==> config.mk <==
export PLATFORM = sky130hd
export DESIGN_NAME = pm_norm_round
export DESIGN_NICKNAME = d
export VERILOG_FILES = /design/src/rtl/pm_pkg.sv /design/src/rtl/lzc32.sv /design/src/rtl/pm_norm_round.sv
export SDC_FILE = /design/constraint.sdc
export NUM_CORES = 1
export LEC_CHECK = 0
export ABC_AREA = 0
export CAP_MARGIN = 20
export CORE_MARGIN = 8
export CORE_UTILIZATION = 50
export CTS_CLUSTER_DIAMETER = 30
export CTS_CLUSTER_SIZE = 28
export DETAILED_ROUTE_END_ITERATION = 8
export HOLD_SLACK_MARGIN = 0.15
export PLACE_DENSITY = 0.73
export SYNTH_ARGS = -nofsm -noshare
export SYNTH_HDL_FRONTEND = slang
export SYNTH_SLANG_ARGS = --single-unit
export TNS_END_PERCENT = 1
==> constraint.sdc <==
create_clock -name clk -period 2.6 [get_ports clk]
set_clock_uncertainty 0.2 [all_clocks]
set_input_delay 0.52 -clock clk [delete_from_list [all_inputs] [get_ports clk]]
set_output_delay 0.52 -clock clk [all_outputs]
set_load 0.02 [all_outputs]
==> src/rtl/pm_pkg.sv <==
// Shared types and widths for the product normalize/round path.
package pm_pkg;

  localparam int PROD_W = 32;
  localparam int MANT_W = 16;
  localparam int EXP_W  = 6;

  typedef struct packed {
    logic [MANT_W-1:0] mant;
    logic [EXP_W-1:0]  exp;
    logic              zero;
    logic              inexact;
  } pm_norm_t;

endpackage

==> src/rtl/lzc32.sv <==
// Combinational 32-bit leading-zero counter; an all-zero word counts as 32.
module lzc32 (
  input  logic [31:0] data_i,
  output logic [5:0]  count_o
);

  // Ascending scan so the highest set bit makes the final assignment.
  always_comb begin
    count_o = 6'd32;
    for (int i = 0; i < 32; i++) begin
      if (data_i[i]) count_o = 6'(31 - i);
    end
  end

endmodule

==> src/rtl/pm_norm_round.sv <==
// Two-stage normalize-and-round for the 32-bit multiplier product.
// Define PM_NORM_RNE_EN for round-to-nearest-even; otherwise the mantissa is truncated.
module pm_norm_round
  import pm_pkg::*;
#(
  parameter int PROD_W = 32,
  parameter int MANT_W = 16
) (
  input  logic              clk,
  input  logic              rst_n,
  input  logic              in_valid,
  output logic              in_ready,
  input  logic [PROD_W-1:0] in_prod,
  output logic              out_valid,
  input  logic              out_ready,
  output logic [MANT_W-1:0] out_mant,
  output logic [EXP_W-1:0]  out_exp,
  output logic              out_zero,
  output logic              out_inexact
);

  logic              s1Valid_q, s1Valid_d;
  logic [PROD_W-1:0] s1Prod_q;
  logic [5:0]        s1Lz_q;
  logic              s2Valid_q, s2Valid_d;
  pm_norm_t          s2Res_q, s2Res_d;

  logic              s2Adv, s1Load, s2Load;
  logic [5:0]        lzCount;
  logic [PROD_W-1:0] norm;
  logic [MANT_W-1:0] mantT;
  logic [MANT_W:0]   mantSum;
  logic              guardBit, stickyBit, roundUp, carry;

  lzc32 u_lzc (
    .data_i  (in_prod),
    .count_o (lzCount)
  );

  // Each slot advances when the slot downstream of it is empty or draining.
  always_comb begin
    s2Adv     = !s2Valid_q | out_ready;
    in_ready  = !s1Valid_q | s2Adv;
    s1Load    = in_ready & in_valid;
    s2Load    = s2Adv & s1Valid_q;
    s1Valid_d = in_ready ? in_valid : s1Valid_q;
    s2Valid_d = s2Adv ? s1Valid_q : s2Valid_q;
  end

  always_comb begin
    norm      = s1Prod_q << s1Lz_q;
    mantT     = norm[PROD_W-1 -: MANT_W];
    guardBit  = norm[PROD_W-MANT_W-1];
    stickyBit = |norm[PROD_W-MANT_W-2:0];
`ifdef PM_NORM_RNE_EN
    roundUp   = guardBit & (stickyBit | mantT[0]);
`else
    roundUp   = 1'b0;
`endif
    mantSum   = {1'b0, mantT} + {{MANT_W{1'b0}}, roundUp};
    carry     = mantSum[MANT_W];
    s2Res_d         = '0;
    s2Res_d.inexact = guardBit | stickyBit;
    // An all-ones mantissa that rounds up renormalizes to 1.000 one binade higher.
    s2Res_d.mant    = carry ? {1'b1, {(MANT_W-1){1'b0}}} : mantSum[MANT_W-1:0];
    s2Res_d.exp     = 6'd31 - s1Lz_q + {5'd0, carry};
    if (s1Lz_q == 6'd32) begin
      s2Res_d      = '0;
      s2Res_d.zero = 1'b1;
    end
  end

  always_ff @(posedge clk or negedge rst_n) begin
    if (!rst_n) begin
      s1Valid_q <= 1'b0;
      s2Valid_q <= 1'b0;
      s1Prod_q  <= '0;
      s1Lz_q    <= '0;
      s2Res_q   <= '0;
    end else begin
      s1Valid_q <= s1Valid_d;
      s2Valid_q <= s2Valid_d;
      if (s1Load) begin
        s1Prod_q <= in_prod;
        s1Lz_q   <= lzCount;
      end
      if (s2Load) s2Res_q <= s2Res_d;
    end
  end

  assign out_valid   = s2Valid_q;
  assign out_mant    = s2Res_q.mant;
  assign out_exp     = s2Res_q.exp;
  assign out_zero    = s2Res_q.zero;
  assign out_inexact = s2Res_q.inexact;

endmodule
# Word level (Yosys, flattened, before mapping)
# Index checks and enable logic that the tools add are counted.
# W data, S select, Z words.
word_totals:
  latchBits: 0
  register_bits: 64
  rom_bits: 0
  output_inout_bits: 26
  memories: 0
  elab_cells: 52
  mem_bits_rw: 0
classes:
  n_div: 0
  bitwise_logic: 5
  n_reduce_logical: 3
  n_addsub: 1
  n_mul: 0
  muxes: 33
  n_eq_ne: 1
  order_cmp: 0
  shifts: 1
op_table:
  columns: ["op", "count"]
  rows:
  - ["$mux W6", 32]
  - ["$shl A32 B6 Y32", 1]
  - ["$mux W24", 1]
  - ["$reduce_or A15 Y1", 1]
  - ["$eq A6 B6 Y1 const B", 1]
  - ["$sub A5 B6 Y6 const A", 1]
  - ["$or A1 B1 Y1", 3]
  - ["$and A1 B1 Y1", 2]
  - ["$logic_not A1 Y1", 2]

# Logic depth before layout (Yosys ltp)
# Gate-level depths: netlist (run 1).
logic_depth:
  word_depth: 32
  depth_mapped: 10
  depth_no_buf: 7

# Hierarchy
# From an unflattened synthesis (run 1), not the netlist that was laid out.
hier_totals:
  cells_unflattened: 434
  area_unflattened_um2: 4630.7
modules_own_cells:
  columns: ["mod", "cells_per_inst", "seq_area_each_um2", "instances", "area_each_um2"]
  rows:
  - ["pm_norm_round", 369, 1601.5, 1, 4262.8]
  - ["lzc32", 65, 0.0, 1, 367.9]

# Least setup slack after synthesis (run 1)
# Ideal clock, no wire load.
synth_path:
  path_kind: "register to register"
  startpoint: "register s1Lz_q[0]"
  endpoint: "register s2Res_q, in the netlist out_mant[3]"
  setup_ns: 0.122
  required_ns: 2.278
  path_buffers: 2
  arrival_ns: 1.794
  slack_ns: 0.484
  stages_incl_launch_ff: 8
  path_cell_list: "dfrtp_1 -> buf_6 -> buf_8 -> mux4_2 -> mux2i_1 -> nor2_1 -> a211o_1 -> a32o_1"
synth_via:
  elab_chain_cells: 2
synth_rtl:
  columns: ["element", "line", "source"]
  rows:
  - ["start, declared", "pm_norm_round.sv:24", "logic [5:0] s1Lz_q;"]
  - ["start signal, assigned", "pm_norm_round.sv:85", "s1Lz_q <= lzCount;"]
  - ["$shl A32 B6 Y32 / $eq A6 B6 Y1 (equally long branches)", "pm_norm_round.sv:51, pm_norm_round.sv:67", null]
  - ["$mux W24 (*)", "pm_norm_round.sv:67", "if (s1Lz_q == 6'd32) begin"]
  - ["end signal, assigned", "pm_norm_round.sv:87", "if (s2Load) s2Res_q <= s2Res_d;"]
  - ["end, declared", "pm_norm_round.sv:26", "pm_norm_t s2Res_q, s2Res_d;"]
# Every way passes the cells marked *; elsewhere a longest branch is shown, timed or not.
# A chain may end at the register's enable or synchronous reset.

# Worst setup path in the final report (run 1)
layout_path:
  startpoint: "register s1Lz_q[0]"
  endpoint: "register s2Res_q, in the netlist out_mant[13]"
# Same word-level chain as after synthesis.

==> results.sh, run 1 <==
export IMPL_status="finished clean"
export IMPL_place_area_sq_mm=0.00522
export IMPL_cts_made_buffers=9
export IMPL_drtIter0Drc=229
export IMPL_grt_max_degree=42
export IMPL_cts_tree="built"
export IMPL_dieArea_sq_mm=0.0121
export IMPL_syn_avg_cell_area_sq_um=9.24
export IMPL_wl_um=11900
export IMPL_hold_viol=0
export IMPL_insertedDiodeCount=0
export IMPL_ys_ff_latch=64
export IMPL_synth_top_area_cell="dfrtp_1"
export IMPL_wl_per_cell_um=18.0
export IMPL_routabilityCongestion=0.868
export IMPL_path_clk_slew_ns=0.08
export IMPL_port_buffers=61
export IMPL_synth_edf_count=0
export IMPL_fin_nets=584
export IMPL_synthCells=477
export IMPL_cp_end_kind="register"
export IMPL_ys_types=48
export IMPL_antenna_found_initial=0
export IMPL_dr_pass1_iters=4
export IMPL_synth_area_leaders="dfrtp_1 (36%), mux2i_1 (11%), mux2_2 (8.2%), nand2_1 (5.4%), o21ai_0 (5.1%)"
export IMPL_synth_seq_area_share_pct=36.4
export IMPL_rsz0062_at_grt="false"
export IMPL_die_h_um=110
export IMPL_synth_flop_cell="dfrtp_1"
export IMPL_clk_latency_ns=0.35
export IMPL_fin_crit_ns=2.50
export IMPL_track_usage_pct=20.7
export IMPL_cp_arrival_ns=2.53
export IMPL_overflow=0
export IMPL_start_util_pct=51.0
export IMPL_ant_nets=0
export IMPL_syn_cell_area_sq_mm=0.00441
export IMPL_power_mw=3.63
export IMPL_clockBufferDepth=2
export IMPL_fmax_mhz=401
export IMPL_hold_class="reg2reg"
export IMPL_vias_per_cell=5.89
export IMPL_detailed_place_hpwl_um=9340
export IMPL_root_buffer="clkbuf_8"
export IMPL_die_x_um=110
export IMPL_critPathLaunchType="register"
export IMPL_powerDensity_mw_per_mm2=671
export IMPL_drive_gt1_share_pct=17.7
export IMPL_maxSlewHeadroom_pct=53.1
export IMPL_finalMaxSlewViolations=0
export IMPL_drv_cap=0
export IMPL_path_class="reg2reg"
export IMPL_ir_drop_v=0.000371
export IMPL_synthesis_nets=513
export IMPL_grt_pass1_wl_um=19600
export IMPL_ys_warn_count=0
export IMPL_ctsHtreeMaxLevel=3
export IMPL_p_leak_nw=2.32
export IMPL_crit_required_ns=2.63
export IMPL_postCtsSetupRepairBufs=0
export IMPL_fin_crit_sh_pct=96.0
export IMPL_area_growth_pct=22.9
export IMPL_cts_sinks=64
export IMPL_core_area_sq_mm=0.00864
export IMPL_synth_top_area_share_pct=36.4
export IMPL_ioPinCount=62
export IMPL_vias=3892
export IMPL_setup_viol=0
export IMPL_grt_pass1_vias=3897
export IMPL_cp_max_fo=16
export IMPL_synthArstFlopShare_pct=100
export IMPL_tightest_slew_ns=0.704
export IMPL_drc_errors=0
export IMPL_final_cell_area_sq_mm=0.00542
export IMPL_rows=34
[cell usage after synthesis, types with 5 or more instances]
| master | count |
|---|---|
| o21ai_0 | 45 |
| a211oi_1 | 8 |
| nand2b_1 | 6 |
| o21ai_1 | 6 |
| o211ai_1 | 6 |
| nand2_1 | 63 |
| o22ai_1 | 6 |
| buf_2 | 11 |
| dfrtp_1 | 64 |
| mux4_2 | 9 |
| inv_1 | 11 |
| a22o_1 | 13 |
| and2_1 | 6 |
| mux2i_1 | 50 |
| nor3_1 | 5 |
| a21oi_1 | 22 |
| nor2_1 | 40 |
| mux2_2 | 32 |
| clkbuf_1 | 13 |
| nor4_1 | 8 |
[kinds of logic after synthesis]
kind of cell    synth area share [%]
buf+inv                         5.54
compound gates                  19.3
simple gates                    13.9
mux                             25.0
flops                           36.4
[what timing repair did]
| item | CTS | global route |
|---|---|---|
| hold buffers | 1 | 0 |
| resized for setup | 0 | 4 |
| hold endpoints to repair | 23 | 0 |
| endpoints found under the setup margin | 0 | 8 |
[cells in the final DEF (no fill, tap or decap), drive strengths merged, types with 8 or more instances in the layout]
| cell type | synthesis | layout |
|---|---|---|
| nor2 | 40 | 40 |
| a22o | 13 | 13 |
| inv | 15 | 16 |
| clkdlybuf4s50 | 0 | 59 |
| a21oi | 22 | 22 |
| clkbuf | 13 | 10 |
| o21ai | 51 | 51 |
| mux2i | 52 | 52 |
| dfrtp | 64 | 64 |
| nand2 | 63 | 63 |
| nor4 | 8 | 8 |
| mux4 | 9 | 9 |
| a211oi | 8 | 8 |
| buf | 20 | 32 |
| mux2 | 32 | 32 |
[power by group]
part	internal, mW	switching, mW
logic	0.747	0.794
registers	1.17	0.156
clock network	0.351	0.415
[worst max-delay path: stages, from the launching register on]
cell,delay [ns]
dfrtp_4,0.57
buf_4,0.28
mux2i_1,0.29
mux2i_1,0.17
nor2_1,0.12
a21oi_1,0.04
mux4_2,0.48
a22o_1,0.21
[worst paths after layout]
check / to / cells past startpoint / startpoint / slack, ns
min in group asynchronous: out_exp[5] / 2 / rst_n / 0.48
max in group asynchronous: s1Lz_q[0] / 3 / rst_n / 1.09
hold / removal: out_exp[5] / 2 / out_exp[5] / 0.28
setup reg to reg: out_mant[13] / 7 / s1Lz_q[0] / 0.10
hold reg to reg: out_exp[5] / 2 / out_exp[5] / 0.28
setup / recovery: out_mant[13] / 7 / s1Lz_q[0] / 0.10
[state kept, by name (all words and copies together) (netlist names)]
name         flops
out_valid        1
s1Lz_q           6
s1Valid_q        1
s1Prod_q        32
out_zero         1
out_mant        16
out_inexact      1
out_exp          6
[layer usage]
layer	GRT usage [%]	up-vias	share of wire, %
met5	0	-	0
met1	27.9	1873	46
met2	32.7	100	47
li1	-	1901	-
met3	3.52	18	5.3
met4	7.62	0	1.9
[cell type report]
class	instances	area (sq um)
Clock buffer	10	128
Clock inverter	6	45.0
Fill cell	753	3220
Inverter	15	56.3
Multi-Input combinational cell	365	2570
Sequential cell	64	1610
Tap cell	108	135
Timing Repair Buffer	93	876
[per-stage QoR]
step / hold slack [ns] / std cells / utilization (%) / TNS, ns / worst slack (ns)
after floorplan: 0.0244 / 477 / - / 0 / 0.484
after global placement: 0.262 / 644 / 60.4 / 0 / 0.0180
after detailed placement: 0.274 / 644 / 60.4 / -0.0357 / -0.0357
after CTS: 0.290 / 661 / 62.5 / 0 / 0.0495
after global routing: 0.316 / 661 / 62.7 / 0 / 0.0176
final: 0.284 / 661 / 62.7 / 0 / 0.103
Power figures use the tool's default switching activity.
==> run 2: changes to the inputs <==
Settings changed: CELL_PAD_IN_SITES_DETAIL_PLACEMENT set to 1, CELL_PAD_IN_SITES_GLOBAL_PLACEMENT set to 2, CORE_UTILIZATION 50 to 34, PLACE_DENSITY 0.73 to 0.79.
==> run 2 against run 1 <==
Net effect: sequential share of layout area down 1.4 points; final area rose by 4.9%; count of clock-buffer cells in the layout up 4; wire length increased by 16%; via count is 0.39% higher; setup slack worse by 0.018 ns; critical path depth is 4 lower; cell count rose by 11%; non-clock buffer count increased by 6; fmax is 0.71% lower; largest cell class unchanged; highest routed layer unchanged.
==> results.sh, run 2 (synthesized netlist as in run 1, its figures left out) <==
export IMPL_cp_arrival_ns=1.79
export IMPL_ant_nets=0
export IMPL_die_x_um=130
export IMPL_ctsHtreeMaxLevel=3
export IMPL_routabilityCongestion=0.876
export IMPL_drtIter0Drc=180
export IMPL_met1_usage_pct=22.0
export IMPL_drv_cap=0
export IMPL_drive_gt1_share_pct=17.9
export IMPL_final_cells=731
export IMPL_fin_nets=590
export IMPL_cts_sinks=64
export IMPL_rows=41
export IMPL_gr_usage_met2_pct=27.0
export IMPL_crit_chain="clkdlybuf4s50_1 > nand3b_1 > clkdlybuf4s50_1"
export IMPL_ir_drop_v=0.000254
export IMPL_grt_pass1_wl_um=22000
export IMPL_worst_hold_startpoint="out_exp[5]"
export IMPL_vias=3907
export IMPL_regMostFlops="s1Prod_q"
export IMPL_crit_top_cell="clkdlybuf4s50_1"
export IMPL_vias_per_cell=5.34
export IMPL_whs_ns=0.281
export IMPL_grt_busiest_layer="met2"
export IMPL_path_clk_slew_ns=0.05
export IMPL_hold_path_depth=2
export IMPL_port_buffers=61
export IMPL_fin_crit_sh_pct=96.7
export IMPL_wl_um=13800
export IMPL_dieArea_sq_mm=0.0169
export IMPL_reg2reg_depth=6
export IMPL_track_usage_pct=16.9
export IMPL_root_buffer="clkbuf_16"
export IMPL_setup_ws_ns=0.0856
export IMPL_seqCellArea_sq_mm=0.00160
export IMPL_wl_per_cell_um=18.9
export IMPL_start_util_pct=34.9
export IMPL_core_area_sq_mm=0.0126
export IMPL_crit_slowest_cell="clkdlybuf4s50_1"
export IMPL_clk_latency_ns=0.34
export IMPL_hold_viol=0
export IMPL_reg2reg_from="s1Lz_q[1]"
export IMPL_rrSetupSlack_ns=0.16
export IMPL_place_ws_ns=-0.0716
export IMPL_utilization_pct=45.0
export IMPL_critPathLaunchType="primary input"
export IMPL_drc_errors=0
export IMPL_dp_cells=711
export IMPL_rsz0062_at_grt="false"
export IMPL_r2r_end="out_mant[13]"
export IMPL_crit_required_ns=1.88
export IMPL_grt_max_degree=30
export IMPL_fmax_mhz=398
export IMPL_finalMaxSlewViolations=0
export IMPL_die_h_um=130
export IMPL_multi_input_area_sq_mm=0.00256
export IMPL_cp_end_kind="output pin"
export IMPL_antenna_found_initial=0
export IMPL_critPathMaxStageDelay_ns=0.64
export IMPL_grt_use_met3_pct=2.69
export IMPL_ioPinCount=62
export IMPL_detailed_place_hpwl_um=10800
export IMPL_cp_max_fo=2
export IMPL_area_growth_pct=28.9
export IMPL_maxSlewHeadroom_pct=55.0
export IMPL_path_class="in2out"
export IMPL_insertedDiodeCount=0
export IMPL_hold_end="out_exp[5]"
export IMPL_fin_crit_ns=2.51
export IMPL_cts_tree="built"
export IMPL_setup_viol=0
export IMPL_grt_pass1_vias=4135
export IMPL_status="finished clean"
export IMPL_powerDensity_mw_per_mm2=731
export IMPL_tightest_slew_ns=0.673
export IMPL_p_leak_nw=2.41
export IMPL_nFillCells=1469
export IMPL_clockBufferDepth=2
export IMPL_layout_common_cells="nand2_1 (63), dfrtp_1 (63), clkdlybuf4s50_1 (60)"
export IMPL_dr_pass1_iters=4
export IMPL_overflow=0
export IMPL_cts_made_buffers=9
export IMPL_hold_class="reg2reg"
export IMPL_largest_reg_flops=32
run 2: per-layer routing:
layer | wire, um | vias to the layer above
met5 | 0 | -
li1 | - | 1911
met2 | 6320 | 70
met3 | 438 | 25
met4 | 354 | 0
met1 | 6670 | 1901
run 2: critical path: cells and delay by family:
| kind | cells | cell delay (ns) |
|---|---|---|
| buf+inv | 2 | 1.11 |
| simple gates | 1 | 0.17 |
run 2: final cells by class:
type | instances | area share (%)
Clock inverter | 2 | 0.661
Inverter | 15 | 0.991
Sequential cell | 64 | 28.2
Tap cell | 172 | 3.79
Timing Repair Buffer | 99 | 16.6
Multi-Input combinational cell | 365 | 45.1
Clock buffer | 14 | 4.65
run 2: how the worst max path moves through the flow:
stage	to	cells after the start	slack, ns	start
2_1_floorplan	s1Lz_q[0]	6	0.48	out_ready
3_3_place_gp	s1Lz_q[1]	8	-0.007	in_prod[1]
3_5_place_dp	s1Lz_q[1]	8	-0.07	in_prod[4]
4_1_cts	out_inexact	6	0.05	s1Lz_q[0]
5_1_grt	out_inexact	7	0.008	s1Lz_q[0]
6_report	in_ready	3	0.09	out_ready
run 2: report_power, final:
group | internal [mW] | switching [mW] | leakage, nW
Combinational | 0.772 | 0.832 | 1.49
Clock | 0.795 | 0.437 | 0.143
Sequential | 1.17 | 0.144 | 0.770
Total | 2.74 | 1.41 | 2.41
run 2: through the flow:
stage          TNS [ns]  power [mW]  area (sq um)
2_1_floorplan         0        2.29          4410
3_3_place_gp   -0.00738        2.90          5350
3_5_place_dp    -0.0716        2.95          5350
4_1_cts               0        4.20          5660
5_1_grt               0        4.39          5680
6_report              0        4.15          5680
run 2: what timing repair did:
action / CTS / global route
gates resized for setup: 0 / 0
hold buffers: 1 / 0
hold endpoints to repair: 24 / 0
endpoints found under the setup margin: 0 / 1
buffers inserted: 0 / 3
==> run 3: changes to the inputs <==
Settings changed: REMOVE_ABC_BUFFERS set to 1.
==> run 3 against run 2 <==
Net effect: setup slack improved by 0.032 ns; global-route usage rose by 0.12 points; fmax rose by 1.3%; non-clock buffer count fell by 1; hold slack barely moved; sequential power barely moved.
==> results.sh, run 3 (synthesized netlist as in run 1, its figures left out) <==
export IMPL_final_cell_area_sq_mm=0.00571
export IMPL_critPathMaxStageDelay_ns=0.56
export IMPL_vias_per_cell=5.42
export IMPL_area_growth_pct=29.6
export IMPL_ant_nets=0
export IMPL_insertedDiodeCount=0
export IMPL_drive_gt1_share_pct=18.1
export IMPL_internal_power_mw=2.89
export IMPL_clockBufferDepth=2
export IMPL_cts_tree="built"
export IMPL_p_clk_share_pct=32.7
export IMPL_port_buffers=61
export IMPL_path_clk_slew_ns=0.05
export IMPL_grt_pass1_vias=4161
export IMPL_setup_tns_ns=0
export IMPL_r2r_end="out_mant[3]"
export IMPL_track_usage_pct=17.1
export IMPL_vias=3953
export IMPL_ioPinCount=62
export IMPL_fin_crit_ns=2.48
export IMPL_swShare_pct=33.0
export IMPL_crit_path_start="s1Lz_q[0]"
export IMPL_drv_cap=0
export IMPL_wl_per_cell_um=18.8
export IMPL_fin_crit_sh_pct=95.5
export IMPL_overflow=0
export IMPL_comb_power_share_pct=36.4
export IMPL_tightest_slew_ns=0.806
export IMPL_grt_max_degree=45
export IMPL_rsz0062_at_grt="false"
export IMPL_reg2reg_depth=6
export IMPL_drtIter0Drc=158
export IMPL_largest_reg_flops=32
export IMPL_dieArea_sq_mm=0.0169
export IMPL_wl_um=13700
export IMPL_ctsHtreeMaxLevel=3
export IMPL_powerDensity_mw_per_mm2=755
export IMPL_nFillCells=1455
export IMPL_drc_errors=0
export IMPL_crit_path_end="out_mant[3]"
export IMPL_hold_class="reg2reg"
export IMPL_layout_common_cells="nand2_1 (63), dfrtp_1 (63), clkdlybuf4s50_1 (60)"
export IMPL_grt_pass1_wl_um=22300
export IMPL_regMostFlops="s1Prod_q"
export IMPL_antenna_found_initial=0
export IMPL_critPathLaunchType="register"
export IMPL_die_h_um=130
export IMPL_root_buffer="clkbuf_16"
export IMPL_cts_made_buffers=9
export IMPL_dr_pass1_iters=4
export IMPL_cp_arrival_ns=2.51
export IMPL_hold_viol=0
export IMPL_multi_input_area_sq_mm=0.00256
export IMPL_place_area_sq_mm=0.00534
export IMPL_ir_drop_v=0.000371
export IMPL_seqPwrFrac_pct=30.9
export IMPL_path_class="reg2reg"
export IMPL_crit_chain="buf_6 > mux4_2 > mux2i_1 > nor2_1 > a211o_1 > a32o_1"
export IMPL_cp_max_fo=11
export IMPL_crit_required_ns=2.63
export IMPL_detailed_place_hpwl_um=10600
export IMPL_maxSlewHeadroom_pct=46.1
export IMPL_finalMaxSlewViolations=0
export IMPL_setup_viol=0
export IMPL_cts_sinks=64
export IMPL_rrSetupSlack_ns=0.12
export IMPL_fin_nets=589
export IMPL_clk_latency_ns=0.35
export IMPL_p_switching_mw=1.42
export IMPL_status="finished clean"
export IMPL_crit_slowest_cell="mux4_2"
export IMPL_seqCellArea_sq_mm=0.00161
export IMPL_start_util_pct=34.9
export IMPL_die_x_um=130
export IMPL_reg2reg_from="s1Lz_q[0]"
export IMPL_fmax_mhz=403
export IMPL_power_mw=4.31
export IMPL_p_leak_nw=2.42
export IMPL_rows=41
export IMPL_cp_end_kind="register"
export IMPL_core_area_sq_mm=0.0126
export IMPL_routabilityCongestion=0.835
-- run 3: cell types whose count changed in the layout (fill, tap and decap cells not counted) --
cell,before,now
clkbuf_8,2,1
dfrtp_4,0,1
clkbuf_1,3,1
buf_4,33,32
clkinvlp_4,1,0
dfrtp_2,1,0
buf_12,4,3
clkinv_4,0,1
buf_6,0,1
clkinv_2,0,1
bufinv_16,1,3
-- run 3: power by group through the flow --
stage	Combinational, mW	Sequential [mW]	Clock, mW
final	1.57	1.33	1.41
after global routing	1.71	1.36	1.49
after CTS	1.56	1.34	1.45
after detailed placement	1.56	1.36	0
after global placement	1.54	1.34	0
after floorplan	0.784	1.46	0
-- run 3: how the worst min path moves through the flow --
stage	from	end	slack, ns	depth (start not counted)
2_1_floorplan	rst_n	out_exp[0]	0.02	0
3_3_place_gp	out_mant[0]	out_mant[0]	0.27	2
4_1_cts	out_mant[11]	out_mant[11]	0.29	2
5_1_grt	out_exp[1]	out_exp[1]	0.32	2
6_report	out_exp[2]	out_exp[2]	0.28	2
3_5_place_dp	out_mant[11]	out_mant[11]	0.28	2
-- run 3: final cells by class --
class,count,area share [%]
multi-input combinational,365,44.8
tap,172,3.77
timing repair buffer,98,16.2
sequential,64,28.1
inverter,15,0.986
clock buffer,11,4.25
clock inverter,5,1.82
-- run 3: per-stage QoR --
| stage | hold slack (ns) | cells | util [%] | setup slack (ns) |
|---|---|---|---|---|
| floorplan | 0.0244 | 444 | - | -0.519 |
| global placement | 0.270 | 712 | 42.3 | -0.0407 |
| detailed placement | 0.278 | 712 | 42.3 | -0.0965 |
| CTS | 0.290 | 729 | 45.2 | 0.0840 |
| global route | 0.317 | 730 | 45.3 | 0.0153 |
| finish | 0.282 | 730 | 45.3 | 0.117 |
-- run 3: per-layer routing --
metal / vias to the layer above / global-route usage (%) / share of wire (%)
met5: - / 0 / 0
met4: 0 / 7.86 / 2.0
met3: 15 / 2.90 / 3.0
met2: 63 / 27.7 / 47
met1: 1972 / 21.8 / 48
li1: 1903 / - / -
-- run 3: critical path, delay by kind of cell, from the launching register on --
family	cells	cell delay (ns)
flops	1	0.53
simple gates	1	0.10
compound gates	2	0.55
mux	2	0.78
buf+inv	1	0.20
-- run 3: what timing repair did --
action | in CTS | in global routing
endpoints found under the hold margin | 25 | 0
endpoints found under the setup margin | 1 | 3
resized for setup | 1 | 0
hold buffers | 1 | 0
gates cloned | 0 | 0
buffers inserted | 0 | 1
